File: config.mk
export PLATFORM = sky130hd
export DESIGN_NAME = serial_subtractor_flat
export DESIGN_NICKNAME = d
export VERILOG_FILES = /design/src/rtl/serial_subtractor_pkg.sv /design/src/rtl/serial_subtractor_if.sv /design/src/rtl/serial_subtractor_full_subtractor.sv /design/src/rtl/serial_subtractor.sv /design/src/flat_wrapper.sv
export SDC_FILE = /design/constraint.sdc
export NUM_CORES = 1
export LEC_CHECK = 0
export ABC_CLOCK_PERIOD_IN_PS = 1200
export BUFFER_PORTS_ARGS = -buffer_cell sky130_fd_sc_hd__buf_4
export CAP_MARGIN = 20
export CORE_UTILIZATION = 31
export DETAILED_ROUTE_END_ITERATION = 8
export GPL_ROUTABILITY_DRIVEN = 0
export PLACE_DENSITY = 0.56
export SYNTH_ARGS = -nofsm -noshare
export SYNTH_HDL_FRONTEND = slang
export SYNTH_SLANG_ARGS = --single-unit
File: constraint.sdc
create_clock -name clk -period 1.2 [get_ports clk]
set_clock_uncertainty 0.05 [all_clocks]
set_input_delay 0.06 -clock clk [delete_from_list [all_inputs] [get_ports clk]]
set_output_delay 0.06 -clock clk [all_outputs]
set_load 0.02 [all_outputs]
File: src/rtl/serial_subtractor_pkg.sv
`default_nettype none
// ============================================================================
// Module   : serial_sub_pkg
// Purpose  : Shared types and constants for the bit-serial subtractor.
//            sub_state_t       - control FSM encoding (IDLE, RUN, DONE)
//            SUB_DEFAULT_WIDTH - default operand/result width
// Revision : 1.0 - initial release
// ============================================================================
package serial_sub_pkg;

  localparam int SUB_DEFAULT_WIDTH = 8;

  typedef enum logic [1:0] {
    IDLE = 2'd0,
    RUN  = 2'd1,
    DONE = 2'd2
  } sub_state_t;

endpackage : serial_sub_pkg
`default_nettype wire

File: src/rtl/serial_subtractor_if.sv
`default_nettype none
// ============================================================================
// Module   : serial_subtractor_if
// Purpose  : Operand/result handshake bundle for serial_subtractor.
//            Input side : in_valid, in_ready, a, b, bin
//            Output side: out_valid, out_ready, diff, bout, ovf
//            slave  modport - subtractor view
//            master modport - upstream/downstream view
//            ovf exists only when SERIAL_SUB_OVF_EN is defined.
// Revision : 1.0 - initial release
// ============================================================================
interface serial_subtractor_if
  import serial_sub_pkg::*;
#(
  parameter int DATA_WIDTH = SUB_DEFAULT_WIDTH
);

  logic                  in_valid;
  logic                  in_ready;
  logic [DATA_WIDTH-1:0] a;
  logic [DATA_WIDTH-1:0] b;
  logic                  bin;
  logic                  out_valid;
  logic                  out_ready;
  logic [DATA_WIDTH-1:0] diff;
  logic                  bout;
`ifdef SERIAL_SUB_OVF_EN
  logic                  ovf;
`endif

  modport slave (
    input  in_valid, a, b, bin, out_ready,
`ifdef SERIAL_SUB_OVF_EN
    output ovf,
`endif
    output in_ready, out_valid, diff, bout
  );

  modport master (
    output in_valid, a, b, bin, out_ready,
`ifdef SERIAL_SUB_OVF_EN
    input  ovf,
`endif
    input  in_ready, out_valid, diff, bout
  );

endinterface : serial_subtractor_if
`default_nettype wire

File: src/rtl/serial_subtractor_full_subtractor.sv
`default_nettype none
// ============================================================================
// Module   : full_subtractor
// Purpose  : One-bit combinational full subtractor, d = x - y - bin.
//            x, y, bin : minuend bit, subtrahend bit, borrow-in
//            d, bout   : difference bit, borrow-out
// Revision : 1.0 - initial release
// ============================================================================
module full_subtractor (
  input  wire logic x,
  input  wire logic y,
  input  wire logic bin,
  output logic      d,
  output logic      bout
);

  assign d    = x ^ y ^ bin;
  // Borrow when x is 0 and y is 1, or when x equals y and a borrow arrives.
  assign bout = (~x & y) | (~(x ^ y) & bin);

endmodule : full_subtractor
`default_nettype wire

File: src/rtl/serial_subtractor.sv
`default_nettype none
// ============================================================================
// Module   : serial_subtractor
// Purpose  : Bit-serial two's-complement subtractor, diff = a - b - bin,
//            processed LSB first over DATA_WIDTH cycles with one borrow flop.
//            clk   - rising-edge clock
//            reset - asynchronous active-high reset
//            bus   - serial_subtractor_if.slave (operand and result
//                    valid/ready handshakes, a, b, bin, diff, bout[, ovf])
//            Macro SERIAL_SUB_OVF_EN adds the signed-overflow output.
// Revision : 1.0 - initial release
// ============================================================================
module serial_subtractor
  import serial_sub_pkg::*;
#(
  parameter int DATA_WIDTH = SUB_DEFAULT_WIDTH
) (
  input  wire logic           clk,
  input  wire logic           reset,
  serial_subtractor_if.slave  bus
);

  localparam int                 CNT_W  = $clog2(DATA_WIDTH);
  localparam logic [CNT_W-1:0]   C_LAST = CNT_W'(DATA_WIDTH - 1);
  localparam logic [CNT_W-1:0]   C_ONE  = CNT_W'(1);

  sub_state_t            r_state;
  sub_state_t            w_state_nxt;
  logic                  w_load;
  logic                  w_shift;
  logic                  w_in_ready;
  logic                  w_out_valid;

  logic [DATA_WIDTH-1:0] r_a_sh;
  logic [DATA_WIDTH-1:0] r_b_sh;
  logic [DATA_WIDTH-1:0] r_diff;
  logic                  r_br;
  logic [CNT_W-1:0]      r_cnt;
  logic                  w_d;
  logic                  w_br_nxt;

  // --------------------------------------------------------------------------
  // Control FSM
  // --------------------------------------------------------------------------
  always_ff @(posedge clk or posedge reset) begin
    if (reset) begin
      r_state <= IDLE;
    end else begin
      r_state <= w_state_nxt;
    end
  end

  // Handshake outputs depend on the registered state only.
  always_comb begin
    w_state_nxt = r_state;
    w_in_ready  = 1'b0;
    w_out_valid = 1'b0;
    w_load      = 1'b0;
    w_shift     = 1'b0;
    case (r_state)
      IDLE: begin
        w_in_ready = 1'b1;
        if (bus.in_valid) begin
          w_load      = 1'b1;
          w_state_nxt = RUN;
        end
      end
      RUN: begin
        w_shift = 1'b1;
        if (r_cnt == C_LAST) begin
          w_state_nxt = DONE;
        end
      end
      DONE: begin
        w_out_valid = 1'b1;
        if (bus.out_ready) begin
          w_state_nxt = IDLE;
        end
      end
      default: begin
        w_state_nxt = IDLE;
      end
    endcase
  end

  // --------------------------------------------------------------------------
  // Serial bit slice
  // --------------------------------------------------------------------------
  full_subtractor u_fs (
    .x    (r_a_sh[0]),
    .y    (r_b_sh[0]),
    .bin  (r_br),
    .d    (w_d),
    .bout (w_br_nxt)
  );

  // Result bits enter at the MSB so that after DATA_WIDTH shifts the first
  // (LSB) difference bit has arrived at bit 0.
  always_ff @(posedge clk or posedge reset) begin
    if (reset) begin
      r_a_sh <= '0;
      r_b_sh <= '0;
      r_diff <= '0;
      r_br   <= 1'b0;
      r_cnt  <= '0;
    end else if (w_load) begin
      r_a_sh <= bus.a;
      r_b_sh <= bus.b;
      r_br   <= bus.bin;
      r_cnt  <= '0;
    end else if (w_shift) begin
      r_a_sh <= {1'b0, r_a_sh[DATA_WIDTH-1:1]};
      r_b_sh <= {1'b0, r_b_sh[DATA_WIDTH-1:1]};
      r_diff <= {w_d, r_diff[DATA_WIDTH-1:1]};
      r_br   <= w_br_nxt;
      r_cnt  <= r_cnt + C_ONE;
    end
  end

  assign bus.in_ready  = w_in_ready;
  assign bus.out_valid = w_out_valid;
  assign bus.diff      = r_diff;
  assign bus.bout      = r_br;

`ifdef SERIAL_SUB_OVF_EN
  // Operand signs are captured at load because the shift registers lose
  // them as the operation proceeds.
  logic r_a_sign;
  logic r_b_sign;

  always_ff @(posedge clk or posedge reset) begin
    if (reset) begin
      r_a_sign <= 1'b0;
      r_b_sign <= 1'b0;
    end else if (w_load) begin
      r_a_sign <= bus.a[DATA_WIDTH-1];
      r_b_sign <= bus.b[DATA_WIDTH-1];
    end
  end

  // Overflow only possible when operand signs differ; it occurred when the
  // result sign disagrees with the minuend sign.
  assign bus.ovf = (r_a_sign != r_b_sign) && (r_diff[DATA_WIDTH-1] != r_a_sign);
`endif

endmodule : serial_subtractor
`default_nettype wire
File: src/flat_wrapper.sv
// flat-port wrapper written by rule: the top's interface ports become plain ports
module serial_subtractor_flat import serial_sub_pkg::*;
#(
  parameter int DATA_WIDTH = SUB_DEFAULT_WIDTH
)
  (clk, reset, bus_in_valid, bus_a, bus_b, bus_bin, bus_out_ready, bus_in_ready, bus_out_valid, bus_diff, bus_bout);
  serial_subtractor_if #(.DATA_WIDTH(DATA_WIDTH)) bus_i ();
  input  wire logic clk;
  input  wire logic reset;
  input wire logic [$bits(bus_i.in_valid)-1:0] bus_in_valid;
  input wire logic [$bits(bus_i.a)-1:0] bus_a;
  input wire logic [$bits(bus_i.b)-1:0] bus_b;
  input wire logic [$bits(bus_i.bin)-1:0] bus_bin;
  input wire logic [$bits(bus_i.out_ready)-1:0] bus_out_ready;
  output wire logic [$bits(bus_i.in_ready)-1:0] bus_in_ready;
  output wire logic [$bits(bus_i.out_valid)-1:0] bus_out_valid;
  output wire logic [$bits(bus_i.diff)-1:0] bus_diff;
  output wire logic [$bits(bus_i.bout)-1:0] bus_bout;
  assign bus_i.in_valid = bus_in_valid;
  assign bus_i.a = bus_a;
  assign bus_i.b = bus_b;
  assign bus_i.bin = bus_bin;
  assign bus_i.out_ready = bus_out_ready;
  assign bus_in_ready = bus_i.in_ready;
  assign bus_out_valid = bus_i.out_valid;
  assign bus_diff = bus_i.diff;
  assign bus_bout = bus_i.bout;
  serial_subtractor #(.DATA_WIDTH(DATA_WIDTH)) u_core (.clk(clk), .reset(reset), .bus(bus_i));
endmodule
# Word-level counts from Yosys, hierarchy flattened
# Cells that the tools add are included.
totals:
  wordCells: 42
  in_bits: 21
  ff_bits: 30
  output_inout_bits: 11
classes:
  n_mux: 17
  n_eq_ne: 6
  add_sub_neg: 1
  n_reduce_logical: 4
  bitwise: 8
op_table:
  columns: ["op", "count"]
  rows:
  - ["2-to-1 mux 8 bit", 4]
  - ["2-to-1 mux 1 bit", 7]
  - ["2-to-1 mux 2 bit", 3]
  - ["2-to-1 mux 3 bit", 2]
  - ["one-hot mux 2 bit (3 select lines)", 1]
  - ["!= test 2 bit (second input constant)", 2]
  - ["adder 3 x 1 -> 3 bit (second input constant)", 1]
  - ["== test 3 bit (second input constant)", 1]
  - ["NOT 1 bit", 3]
  - ["AND reduction 3 bit", 1]
  - ["bitwise AND 1 bit", 2]
  - ["== test 2 x 1 -> 1 bit (second input constant)", 1]
  - ["== test 2 bit (second input constant)", 1]
  - ["zero test 2 bit", 1]
  - ["!= test 2 x 1 -> 1 bit (second input constant)", 1]
  - ["AND reduction 2 bit", 1]
  - ["nonzero test 2 bit", 1]
  - ["bitwise XOR 1 bit", 2]
  - ["OR 1 bit", 1]

# Depth between registers and ports, before layout
logic_depth:
  depth_word: 6
  depth_mapped: 5
  depth_no_buf: 4

# Cells and area by module
# Synthesis repeated with hierarchy kept, for this count alone.
hier_totals:
  cells_unflattened: 146
  hier_area_um2: 1411.4
by_module_without_submodules:
  columns: ["mod", "seq_area_each_um2", "instances", "area_each_um2", "cells_per_inst"]
  rows:
  - ["serial_subtractor", 750.7, 1, 1380.1, 142]
  - ["full_subtractor", 0.0, 1, 31.3, 4]

# Worst setup path before layout
# No wires, ideal clock.
synth_path:
  kind: "register to register"
  start: "register u_core.r_br (netlist: u_core.bus.bout)"
  end: "register u_core.r_diff[7] (netlist: u_core.bus.diff[7])"
  setup_slack_ps: -193
  t_required_ps: 1022
  n_path_buf: 0
  setup_time_ps: 128
  synth_period_minus_slack_ps: 1393
  path_stages_with_launch: 4
  t_arrival_ps: 1215
  path_cell_list: "dfrtp_1 -> inv_1 -> fa_1 -> mux2_1"
synth_between:
  elab_chain_len: 1
synth_rtl:
  columns: ["element", "line_no", "source"]
  rows:
  - ["start: declaration", "serial_subtractor.sv:37", "logic r_br;"]
  - ["start signal: assignment", "serial_subtractor.sv:109", "r_br <= bus.bin;"]
  - ["start signal: assignment", "serial_subtractor.sv:115", "r_br <= w_br_nxt;"]
  - ["bitwise XOR 1 bit", "serial_subtractor_full_subtractor.sv:17", "assign d = x ^ y ^ bin;"]
  - ["named net u_core.u_fs.d", "serial_subtractor_full_subtractor.sv:13", "output logic d,"]
  - ["end signal: assignment", "serial_subtractor.sv:114", "r_diff <= {w_d, r_diff[DATA_WIDTH-1:1]};"]
  - ["end: declaration", "serial_subtractor.sv:36", "logic [DATA_WIDTH-1:0] r_diff;"]
# The timed path passes the listed nets, and every way through them passes these cells.
# A chain may end at the register's enable or synchronous reset.

# Worst setup path in the final report
layout_path:
  start: "register u_core.r_state[0]"
  end: "register u_core.r_a_sh[3]"
layout_between:
  elab_chain_len: 3
layout_rtl:
  columns: ["element", "line_no", "source"]
  rows:
  - ["start: declaration", "serial_subtractor.sv:27", "sub_state_t r_state;"]
  - ["start signal: assignment", "serial_subtractor.sv:49", "r_state <= w_state_nxt;"]
  - ["== test 2 x 1 -> 1 bit or zero test 2 bit (tied branches)", "serial_subtractor.sv:60", "case (r_state)"]
  - ["2-to-1 mux 1 bit", "serial_subtractor.sv:60", null]
  - ["nonzero test 2 bit (no line) or 2-to-1 mux 8 bit (tied branches)", null, null]
  - ["end signal: assignment", "serial_subtractor.sv:107", "r_a_sh <= bus.a;"]
  - ["end signal: assignment", "serial_subtractor.sv:112", "r_a_sh <= {1'b0, r_a_sh[DATA_WIDTH-1:1]};"]
  - ["end: declaration", "serial_subtractor.sv:34", "logic [DATA_WIDTH-1:0] r_a_sh;"]
# Parallel ways exist; a longest one is shown, timed or not.

==> metrics <==
outcome=finished with violations; failing checks=setup timing; Die X=69.3 um; CP Launch Type=flip-flop; Synth Area in Simple Gates=0.127; Period Utilization, post-route=1.14; hpwl dp=2090 um; Ys Warns=0; post-synthesis async set-or-reset flop share=1.00; Final Hold Vio Count=0; DR vias/cell=5.00; ANT nets after route=0; Longest Clk Path Bufs=2; max_slew headroom=0.748; Area growth syn-to-layout=48.3%; Syn Area/Cell=12.9 um2; Crit path required time=1.31 ns; final slew viol count=0; # fillers=397; Vias=1074; Routed WL=3000 um; leading area contributor after synthesis=dfrtp_1; largest family of logic cells by synthesized area=compound AO/OA/AOI/OAI gates; largest net degree at the start of global routing=31; Final min period=1.37 ns; DRC=0; share of cells above drive strength 1=0.558; Row Count=24; count of cell types in the netlist=27; die height=69.3 um; All-Layer GR Usage=0.134; crit end category=flip-flop; global-route wire length before repair=5070 um; Adder-Cell Fraction of Synth Area=0.0321; dpl ws=-0.173 ns; Num CTS Buffers=5; CTS tree=done; class of the worst hold path=input pin to flip-flop; Final setup viols=28; Leak Pwr=0.000982 uW; max cap viols=0; clk sinks=30; setup ws final=-0.173 ns; die area=0.00480 mm2; WL per Instance=13.9 um; share of the synthesized area in the top cell type=0.535; antenna violations before repair=0; EDFF count, synth=0; Clk Latency, worst-skew pair=0.27 ns; Min Hold Slack=0.0319 ns; Synthesized Nets=133; Starting DRT DRC Count=35; GRT overflow=0; unrepaired setup endpoints after global routing=true; ys flop type=dfrtp_1; Post-Synth XOR/XNOR Area=0; DR pass1 iterations=4; I/O pin count=32; antenna cell count=0; part of the Yosys area used for sequential elements=0.535; f_max=0.728 GHz; Core Box Area=0.00435 mm2; vias in the first global route=1128; Worst-Margin Slew=0.378 ns; mux cell area share after synthesis=0.0713; Worst EP arrival=1.48 ns; H-tree levels=2; Cell Area, Synth=0.00140 mm2; Port Buf Inserts=31; Synth Area in Compound Gates=0.161; Critical Path Fanout Max=8; clock root buffer master=clkbuf_8; flops & latches, synth=30; Post-Syn Instances=109; NumNets Final=186; Crit Path Class=flip-flop to flip-flop; top cells by area in the synthesized netlist=dfrtp_1 (53%), o221a_2 (5.6%), a222oi_1 (5.0%); Initial Util=0.322; Clock transition at path regs=0.06 ns; pwr dens=2700 mW/mm2; worst vdd ir=1.34 mV
-- metrics by stage --
step	instances	setup TNS, ns	instance area (um2)	util	power (uW)
floorplan	109	-1.80	1430	-	3390
global placement	199	-2.48	1780	0.409	4150
detailed placement	199	-3.16	1780	0.409	4220
CTS	214	-3.15	2020	0.464	5550
global route	215	-4.08	2080	0.478	5980
finish	215	-2.78	2080	0.478	5610
-- path summary, 6_finish.rpt --
check | startpoint | endpoint | slack (ns) | cells after the start
setup / recovery | u_core.r_state[0]$_DFFE_PP0P_ | u_core.r_a_sh[3]$_DFFE_PP0P_ | -0.17 | 3
hold / removal | bus_out_ready | u_core.r_state[1]$_DFFE_PP0P_ | 0.03 | 3
setup reg to reg | u_core.r_state[0]$_DFFE_PP0P_ | u_core.r_a_sh[3]$_DFFE_PP0P_ | -0.17 | 3
hold reg to reg | u_core.r_b_sh[7]$_DFFE_PP0P_ | u_core.r_b_sh[7]$_DFFE_PP0P_ | 0.45 | 1
max in group asynchronous | reset | u_core.r_state[1]$_DFFE_PP0P_ | 0.44 | 4
min in group asynchronous | reset | u_core.r_b_sh[0]$_DFFE_PP0P_ | 0.36 | 4
-- flip-flops by register name (all words and copies together) (netlist names) --
signal and cells:
u_core.bus.diff 8, u_core.r_a_sh 8, u_core.r_b_sh 8, u_core.r_cnt 3, u_core.r_state 2, u_core.bus.bout 1
-- where the power goes --
| part | switching (uW) | internal, uW |
|---|---|---|
| registers | 294 | 1510 |
| clock network | 350 | 578 |
| logic | 1190 | 1680 |
| total | 1840 | 3770 |
-- cell usage after synthesis (2+ instances only) --
master / count
a222oi_1: 7
buf_2: 5
o221a_2: 7
a22o_1: 3
mux2_2: 2
or4b_1: 7
buf_6: 3
clkbuf_1: 2
inv_1: 10
ha_1: 2
nor2b_1: 9
mux2_1: 6
nand2b_1: 3
dfrtp_1: 30
-- worst max-delay path, cell delays in order (launching register included) --
cell and delay, ns:
dfrtp_1 0.42, buf_6 0.15, or4b_4 0.51, o221a_4 0.13
-- timing repair --
item,in CTS,in global routing
gates resized for setup,20,11
setup endpoints to repair,30,30
cloned,1,0
setup buffers,4,1
hold buffers,2,0
pin swaps,9,3
endpoints found under the hold margin,31,0
-- layout make-up --
| cell class | count | area (um2) | share of cell area |
|---|---|---|---|
| multi-input combinational | 59 | 644 | 0.309 |
| tap | 52 | 65.1 | 0.0312 |
| sequential | 30 | 753 | 0.362 |
| timing repair buffer | 56 | 472 | 0.227 |
| clock buffer | 8 | 110 | 0.0529 |
| inverter | 10 | 37.5 | 0.0180 |
-- per-layer routing --
layer  track usage  wire length [um]  part of all wire
met5             0                 0                 0
met4        0.0544                44             0.015
met3        0.0378               154             0.051
met2         0.219              1430              0.48
met1         0.166              1370              0.46
-- cell families (layout without fill, tap and decap cells) --
| kind of cell | count (synthesis) | in the layout |
|---|---|---|
| multiplexers | 9 | 9 |
| buffers and inverters | 20 | 74 |
| AND/OR/NAND/NOR | 24 | 24 |
| AO/OA/AOI/OAI | 23 | 23 |
| flip-flops | 30 | 30 |
| adder cells (fa/ha/maj) | 3 | 3 |
-- cells in the final DEF (no fill, tap or decap), drive strengths merged, types with 2 or more instances in the layout --
cell         instances
clkbuf               8
dfrtp               30
ha                   2
buf                 54
nor2b                9
mux2                 8
or4b                 7
o221a                7
nor2                 2
a22o                 3
dlygate4sd3          2
inv                 10
a222oi               7
nand2b               3
No activity file was read; power rests on OpenSTA's default activity.
